### src/rtl/rx_uart.sv
// 8N1 UART receiver, 16x oversampled: o_data/o_rx_done_tick update 1 cycle after the STOP timeout.
// No backpressure: a frame that completes while the previous word is unread overwrites o_data.
module rx_uart #(
    parameter int NB_STATE        = 3,
    parameter int NB_COUNT        = 4,
    parameter int NB_DATA_COUNT   = 3,
    parameter int NB_DATA         = 8,
    parameter int N_TICKS_TO_STOP = 30,
    parameter int BAUD_DIV        = 1
) (
    input  logic               i_clock,
    input  logic               i_reset,
    input  logic               i_rx,
    output logic               o_rx_done_tick,
    output logic [NB_DATA-1:0] o_data
);

    localparam int NB_STOP = (N_TICKS_TO_STOP > 1) ? $clog2(N_TICKS_TO_STOP) : 1;

    localparam logic [NB_COUNT-1:0]      TICK_LAST   = '1;
    localparam logic [NB_COUNT-1:0]      TICK_MID    = {1'b0, {(NB_COUNT-1){1'b1}}};
    localparam logic [NB_DATA_COUNT-1:0] BIT_LAST    = NB_DATA_COUNT'(NB_DATA - 1);
    localparam logic [NB_STOP-1:0]       STOP_SAMPLE = NB_STOP'((2**NB_COUNT) - 1);
    localparam logic [NB_STOP-1:0]       STOP_LAST   = NB_STOP'(N_TICKS_TO_STOP - 1);

    typedef enum logic [NB_STATE-1:0] {
        S_IDLE  = 0,
        S_START = 1,
        S_DATA  = 2,
        S_STOP  = 3
    } state_t;

    logic                     r_rx_meta;
    logic                     r_rx_sync;
    logic                     w_rx_s;
    logic                     w_tick;

    state_t                   r_state;
    state_t                   w_state_nxt;
    logic [NB_COUNT-1:0]      r_tick_cnt;
    logic [NB_COUNT-1:0]      w_tick_cnt_nxt;
    logic [NB_DATA_COUNT-1:0] r_bit_cnt;
    logic [NB_DATA_COUNT-1:0] w_bit_cnt_nxt;
    logic [NB_STOP-1:0]       r_stop_cnt;
    logic [NB_STOP-1:0]       w_stop_cnt_nxt;
    logic [NB_DATA-1:0]       r_shift;
    logic [NB_DATA-1:0]       w_shift_nxt;
    logic                     r_stop_bit;
    logic                     w_stop_bit_nxt;
    logic                     w_stop_val;
    logic [NB_DATA-1:0]       r_data;
    logic [NB_DATA-1:0]       w_data_nxt;
    logic                     r_done;
    logic                     w_done_nxt;

    // Reset to 1 so the idle line is never mistaken for a start bit.
    always_ff @(posedge i_clock or posedge i_reset) begin
        if (i_reset) begin
            r_rx_meta <= 1'b1;
            r_rx_sync <= 1'b1;
        end else begin
            r_rx_meta <= i_rx;
            r_rx_sync <= r_rx_meta;
        end
    end

    assign w_rx_s = r_rx_sync;

    generate
        if (BAUD_DIV > 1) begin : g_baud
            localparam int NB_BAUD = $clog2(BAUD_DIV);
            localparam logic [NB_BAUD-1:0] BAUD_LAST = NB_BAUD'(BAUD_DIV - 1);
            logic [NB_BAUD-1:0] r_baud_cnt;

            always_ff @(posedge i_clock or posedge i_reset) begin
                if (i_reset) begin
                    r_baud_cnt <= '0;
                end else if (r_baud_cnt == BAUD_LAST) begin
                    r_baud_cnt <= '0;
                end else begin
                    r_baud_cnt <= r_baud_cnt + 1'b1;
                end
            end

            assign w_tick = (r_baud_cnt == BAUD_LAST);
        end else begin : g_no_baud
            assign w_tick = 1'b1;
        end
    endgenerate

    always_ff @(posedge i_clock or posedge i_reset) begin
        if (i_reset) begin
            r_state    <= S_IDLE;
            r_tick_cnt <= '0;
            r_bit_cnt  <= '0;
            r_stop_cnt <= '0;
            r_shift    <= '0;
            r_stop_bit <= 1'b0;
            r_data     <= '0;
            r_done     <= 1'b0;
        end else begin
            r_state    <= w_state_nxt;
            r_tick_cnt <= w_tick_cnt_nxt;
            r_bit_cnt  <= w_bit_cnt_nxt;
            r_stop_cnt <= w_stop_cnt_nxt;
            r_shift    <= w_shift_nxt;
            r_stop_bit <= w_stop_bit_nxt;
            r_data     <= w_data_nxt;
            r_done     <= w_done_nxt;
        end
    end

    // The stop sample may land on the very tick that ends STOP, so use it directly then.
    assign w_stop_val = (r_stop_cnt == STOP_SAMPLE) ? w_rx_s : r_stop_bit;

    always_comb begin
        w_state_nxt    = r_state;
        w_tick_cnt_nxt = r_tick_cnt;
        w_bit_cnt_nxt  = r_bit_cnt;
        w_stop_cnt_nxt = r_stop_cnt;
        w_shift_nxt    = r_shift;
        w_stop_bit_nxt = r_stop_bit;
        w_data_nxt     = r_data;
        w_done_nxt     = 1'b0;

        case (r_state)
            S_IDLE: begin
                if (w_tick && !w_rx_s) begin
                    w_state_nxt    = S_START;
                    w_tick_cnt_nxt = '0;
                end
            end

            S_START: begin
                if (w_tick) begin
                    if (r_tick_cnt == TICK_MID) begin
                        w_tick_cnt_nxt = '0;
                        w_bit_cnt_nxt  = '0;
                        w_state_nxt    = w_rx_s ? S_IDLE : S_DATA;
                    end else begin
                        w_tick_cnt_nxt = r_tick_cnt + 1'b1;
                    end
                end
            end

            S_DATA: begin
                if (w_tick) begin
                    if (r_tick_cnt == TICK_LAST) begin
                        w_shift_nxt    = {w_rx_s, r_shift[NB_DATA-1:1]};
                        w_tick_cnt_nxt = '0;
                        if (r_bit_cnt == BIT_LAST) begin
                            w_bit_cnt_nxt  = '0;
                            w_stop_cnt_nxt = '0;
                            w_state_nxt    = S_STOP;
                        end else begin
                            w_bit_cnt_nxt = r_bit_cnt + 1'b1;
                        end
                    end else begin
                        w_tick_cnt_nxt = r_tick_cnt + 1'b1;
                    end
                end
            end

            S_STOP: begin
                if (w_tick) begin
                    if (r_stop_cnt == STOP_SAMPLE) begin
                        w_stop_bit_nxt = w_rx_s;
                    end
                    if (r_stop_cnt == STOP_LAST) begin
                        w_stop_cnt_nxt = '0;
                        w_state_nxt    = S_IDLE;
                        if (w_stop_val) begin
                            w_data_nxt = r_shift;
                            w_done_nxt = 1'b1;
                        end
                    end else begin
                        w_stop_cnt_nxt = r_stop_cnt + 1'b1;
                    end
                end
            end

            default: begin
                w_state_nxt    = S_IDLE;
                w_tick_cnt_nxt = '0;
                w_bit_cnt_nxt  = '0;
                w_stop_cnt_nxt = '0;
            end
        endcase
    end

    assign o_rx_done_tick = r_done;
    assign o_data         = r_data;

endmodule

### config.mk
export PLATFORM = sky130hd
export DESIGN_NAME = rx_uart
export DESIGN_NICKNAME = d
export VERILOG_FILES = /design/src/rtl/rx_uart.sv
export SDC_FILE = /design/constraint.sdc
export NUM_CORES = 1
export LEC_CHECK = 0
export ABC_AREA = 0
export CORE_ASPECT_RATIO = 0.5
export CORE_MARGIN = 2
export CORE_UTILIZATION = 45
export DETAILED_ROUTE_END_ITERATION = 8
export PLACE_DENSITY = 0.66
export SLEW_MARGIN = 10
export SYNTH_ARGS = -nofsm -noshare
export SYNTH_HDL_FRONTEND = slang
export SYNTH_SLANG_ARGS = --single-unit
### constraint.sdc
create_clock -name i_clock -period 2 [get_ports i_clock]
set_input_delay 0.2 -clock i_clock [delete_from_list [all_inputs] [get_ports i_clock]]
set_output_delay 0.2 -clock i_clock [all_outputs]
set_load 0.02 [all_outputs]
Word-level counts from Yosys, hierarchy flattened
Cells that the tools add are included.
{"block": "totals", "regBits": 35, "in_bits": 3, "word_cells": 61}
{"block": "classes", "n_addsub": 3, "eq_ne": 13, "muxes": 23, "bitwise_logic": 3, "reduce_logical": 9}
{"op": "two-way mux 3 bit", "count": 8}
{"op": "one-hot mux 4 bit (4 select lines)", "count": 1}
{"op": "two-way mux 5 bit", "count": 3}
{"op": "one-hot mux 5 bit (3 select lines)", "count": 1}
{"op": "two-way mux 4 bit", "count": 3}
{"op": "one-hot mux 3 bit (4 select lines)", "count": 1}
{"op": "!= test 2 bit (second input constant)", "count": 5}
{"op": "one-hot mux 3 bit (3 select lines)", "count": 1}
{"op": "AND reduction 3 bit", "count": 3}
{"op": "equality test 3 x 2 -> 1 bit (second input constant)", "count": 2}
{"op": "adder 5 x 1 -> 5 bit (second input constant)", "count": 1}
{"op": "equality test 5 x 4 -> 1 bit (second input constant)", "count": 1}
{"op": "equality test 5 bit (second input constant)", "count": 1}
{"op": "AND reduction 5 bit", "count": 1}
{"op": "adder 4 x 1 -> 4 bit (second input constant)", "count": 1}
{"op": "equality test 4 x 3 -> 1 bit (second input constant)", "count": 1}
{"op": "equality test 4 bit (second input constant)", "count": 1}
{"op": "two-way mux 1 bit", "count": 4}
{"op": "AND reduction 2 bit", "count": 2}
{"op": "OR reduction 2 bit", "count": 2}
{"op": "adder 3 x 1 -> 3 bit (second input constant)", "count": 1}
{"op": "equality test 3 x 1 -> 1 bit (second input constant)", "count": 1}
{"op": "equality test 3 bit (second input constant)", "count": 1}
{"op": "zero test 3 bit", "count": 1}
{"op": "2 further kinds", "count": 4}

Longest topological paths before layout
{"block": "logic_depth", "depth_word": 5, "mapped_depth": 7, "ltp_nobuf": 7}

Worst setup path after synthesis
No wires, ideal clock.
{"block": "synth_path", "path_type": "register -> register", "from": "register r_stop_cnt[0]", "to": "register r_data[0], in the netlist o_data[0]", "setup_ns": 0.125, "arrival_ns": 1.735, "slack_ns": 0.140, "path_stages_with_launch": 8, "n_path_buf": 0, "synth_period_minus_slack_ns": 1.860, "cell_sequence": "dfrtp_1 > ha_1 > and3_1 > ha_1 > mux2i_1 > nor2_1 > nand2_1 > mux2_2"}
{"block": "synth_via", "elab_chain_len": 3, "elab_cells_between_ends": 4}
{"item": "from (decl)", "line": "44", "source": "logic [NB_STOP-1:0] r_stop_cnt;"}
{"item": "from (signal assigned)", "line": "105", "source": "r_stop_cnt <= w_stop_cnt_nxt;"}
{"item": "equality test 5 x 4 -> 1 bit", "line": "114", "source": "assign w_stop_val = (r_stop_cnt == STOP_SAMPLE) ? w_rx_s : r_stop_bit;"}
{"item": "two-way mux 1 bit"}
{"item": "AND reduction 3 bit (no line) *"}
{"item": "to (signal assigned)", "line": "108", "source": "r_data <= w_data_nxt;"}
{"item": "to (decl)", "line": "51", "source": "logic [NB_DATA-1:0] r_data;"}
Mark *: on every way between the ends. The rest lies on a longest branch, timed or not.
A chain may end at the register's enable or synchronous reset.

Worst setup path in the final report
{"block": "layout_path", "from": "register r_stop_cnt[1]", "to": "register r_data[0], in the netlist o_data[0]"}
The elaborated chain is that of the path after synthesis.

==> flow_metrics.py <==
metrics = {
    "outcome": {
        "status": "complete, no violations",
    },
    "clock_network": {
        "cts_buffers": 5,
        "cts_sinks": 34,
        "cts-root-buf": "clkbuf_8",
        "clk_latency_ns": 0.29,
        "cts_tree": "done",
        "hold_buffers": 0,
        "cts.path.max_buffers": 2,
        "cts_max_level": 2,
        "clk_transition_reported_paths_ns": 0.07,
    },
    "grt": {
        "busiest_layer": "met2",
        "grt_start_max_net_pins": 35,
        "grtUsageMet3_pct": 5.556,
        "antenna_found_initial": 0,
        "grt_util_met1_pct": 19.68,
        "grt_pass1_wl_um": 4519,
        "grtUsageMet2_pct": 24.09,
        "grtUsageTotal_pct": 15.07,
        "overflow": 0,
        "grt_pass1_vias": 1007,
    },
    "placed_design": {
        "dp_hpwl_um": 1818,
        "dp_slack_ns": 0.1394,
        "dp.cells": 199,
        "gp_congestion": 0.7944,
        "io_buffer_count": 11,
    },
    "floorplanning": {
        "die_x_um": 88.11,
        "rows": 15,
        "boundaryPins": 12,
        "dieArea_um2": 4057,
        "core_region_area_um2": 3416,
        "die_h_um": 46.05,
        "start_util_pct": 46.59,
    },
    "pwr": {
        "power_density_nw_per_um2": 1150,
        "cellLeakagePower_uw": 0.0009763,
        "vdd_ir_drop_max_v": 0.0007047,
        "p_int_uw": 1556,
        "seqPwrFrac_pct": 36.7,
        "switching_share_pct": 30.70,
        "finalPower_uw": 2245,
        "p_clk_share_pct": 33.5,
        "combPwrFrac_pct": 29.7,
        "netSwitchingPower_uw": 689.1,
    },
    "drt": {
        "drtIter0Drc": 70,
        "routedWlPerCell_um": 12.46,
        "drc_errors": 0,
        "num_vias": 1041,
        "wirelength_um": 2579,
        "firstDrtPassIters": 4,
        "ant_nets": 0,
        "vias_per_cell": 5.029,
    },
    "sta": {
        "fmax_ghz": 0.5329,
        "finalWorstSetupSlack_ns": 0.1235,
        "drv_slew": 0,
        "worst_pin_slew_ns": 0.4221,
        "rsz0062_at_grt": "false",
        "setup_viol": 0,
        "fin_worst_skew_ns": 0.009260,
        "setup_tns_ns": 0,
        "final-hold-violation-count": 0,
        "min_period_ns": 1.876,
        "period_share_pct": 93.82,
        "timing.slew.headroom_pct": 71.86,
    },
    "setup_path": {
        "crit_type": "flop to flop",
        "worst_setup_path_start_kind": "flop",
        "reg2reg_slack_ns": 0.12,
        "required_ns": 2.17,
        "endpoint_kind": "flop",
        "r2r-end": "o_data[0]",
        "setup.worst_path.start": "r_stop_cnt[1]",
        "worstPathMaxFanout": 9,
        "r2r_cells": 8,
        "arrival_ns": 2.04,
        "r2r_start": "r_stop_cnt[1]",
    },
    "logic_synthesis": {
        "ys_seq_area_share_pct": 53.62,
        "yosysWarnings": 0,
        "syn-num-nets": 146,
        "synth_top_cell_area_share_pct": 50.31,
        "ys_types": 29,
        "syn_area_per_cell_um2": 11.97,
        "syn_area_um2": 1592,
        "synth_top_cell_by_area": "dfrtp_1",
        "ys_top_cells_by_area": "dfrtp_1, mux2_2, ha_1",
        "syn_inst": 133,
        "synth_seq_cells": 34,
    },
    "min_path": {
        "hold_path.class": "input port to async pin",
    },
    "cells_and_area": {
        "fin_cells": 207,
        "n_antenna_cell": 0,
        "postLayoutCoreUtil_pct": 57.14,
        "area_delta_synth_final_pct": 22.64,
        "fin_nets": 168,
        "layout-drive-gt1-share_pct": 24.36,
    },
    "run": {
        "maxCapViolations": 0,
    },
}
==> layout by cell type (no fill, tap or decap), types with 2 or more instances in the layout <==
cell,instances
nand4_1,4
nand3_1,5
mux2_2,19
clkbuf_8,5
nand2_1,14
buf_4,5
inv_1,9
or2_2,2
mux2i_1,3
clkdlybuf4s50_1,11
nor2_1,5
o31ai_1,3
dfstp_2,2
ha_1,10
dfrtp_1,32
a22o_1,3
a21o_1,4
nor3_1,2
bufinv_16,2
o21ai_0,3
==> final cells by class <==
class	count	area (um2)
Inverter	9	33.78
Multi-Input combinational cell	88	695.7
Sequential cell	34	853.3
Timing Repair Buffer	17	167.7
Fill cell	293	1464
Clock buffer	5	68.82
Clock inverter	3	68.82
Tap cell	51	63.81
==> metal layers <==
layer	part of all wire, %	vias up
met2	46	8
met1	49	514
met4	1.0	0
li1	-	516
met3	3.1	3
met5	0	-
==> flip-flops by register name (all words and copies together), names as in the netlist <==
signal and count:
o_rx_done_tick 1, r_rx_meta 1, r_stop_cnt 5, r_shift 8, r_rx_sync 1, r_stop_bit 1
o_data 8, r_state 2, r_bit_cnt 3, r_tick_cnt 4
==> cells in the mapped netlist <==
cell / number
nor3b_1: 1
or3_1: 1
nand4_1: 4
or2_2: 2
nor3_1: 2
dfrtp_1: 32
buf_6: 1
a2bb2oi_1: 1
ha_1: 10
a21o_1: 4
o31ai_1: 3
nand2_1: 14
nand4b_1: 1
and3_1: 1
clkbuf_1: 1
inv_1: 9
o221ai_1: 1
a211o_1: 1
nor2_1: 5
o21bai_1: 1
o21ai_0: 3
dfstp_2: 2
or4_1: 1
mux2i_1: 3
a22o_1: 3
mux2_2: 19
nand3b_1: 1
nand3_1: 5
a21oi_1: 1
==> worst max-delay path by stage <==
stage	endpoint	cells past startpoint
floorplan	o_data[0]	7
global placement	o_data[4]	8
detailed placement	o_data[7]	8
CTS	o_data[7]	8
global route	r_bit_cnt[0]	6
finish	o_data[0]	8
==> power by group through the flow <==
stage / sequential (uW) / clock, uW / combinational (uW)
after floorplan: 823 / 0 / 530
after global placement: 830 / 0 / 637
after detailed placement: 836 / 0 / 664
after CTS: 825 / 771 / 664
after global routing: 836 / 802 / 768
final: 824 / 753 / 668
==> worst max-delay path, stage by stage, from the launching register on <==
cell and delay (ns):
dfrtp_1 0.42, ha_1 0.20, and3_1 0.18, ha_1 0.20
mux2i_1 0.14, nor2_1 0.05, nand2_1 0.11, buf_12 0.13
mux2_2 0.32
==> logic make-up (layout without fill, tap and decap cells) <==
logic type                 count (synthesis)  after routing  share of synthesized area (%)
buffers and inverters                     11             34                          3.066
AOI/OAI and AO/OA                         18             18                          8.334
muxes                                     22             22                          15.33
DFF                                       34             34                          53.62
and+or+nand+nor                           38             38                          11.79
adders and majority gates                 10             10                          7.862
==> what timing repair did <==
action | 4_1_cts | 5_1_grt
endpoints found under the hold margin | 0 | 0
gates resized for setup | 0 | 1
buffers inserted | 0 | 0
endpoints found under the setup margin | 0 | 1
==> through the flow <==
stage / hold slack (ns) / instance area, um2
final: 0.2969 / 1952
after floorplan: 0.2045 / 1592
after global routing: 0.3245 / 1952
after detailed placement: 0.3488 / 1808
after global placement: 0.3465 / 1808
after CTS: 0.3157 / 1946
Note: power is estimated with default switching activity, not from simulation.
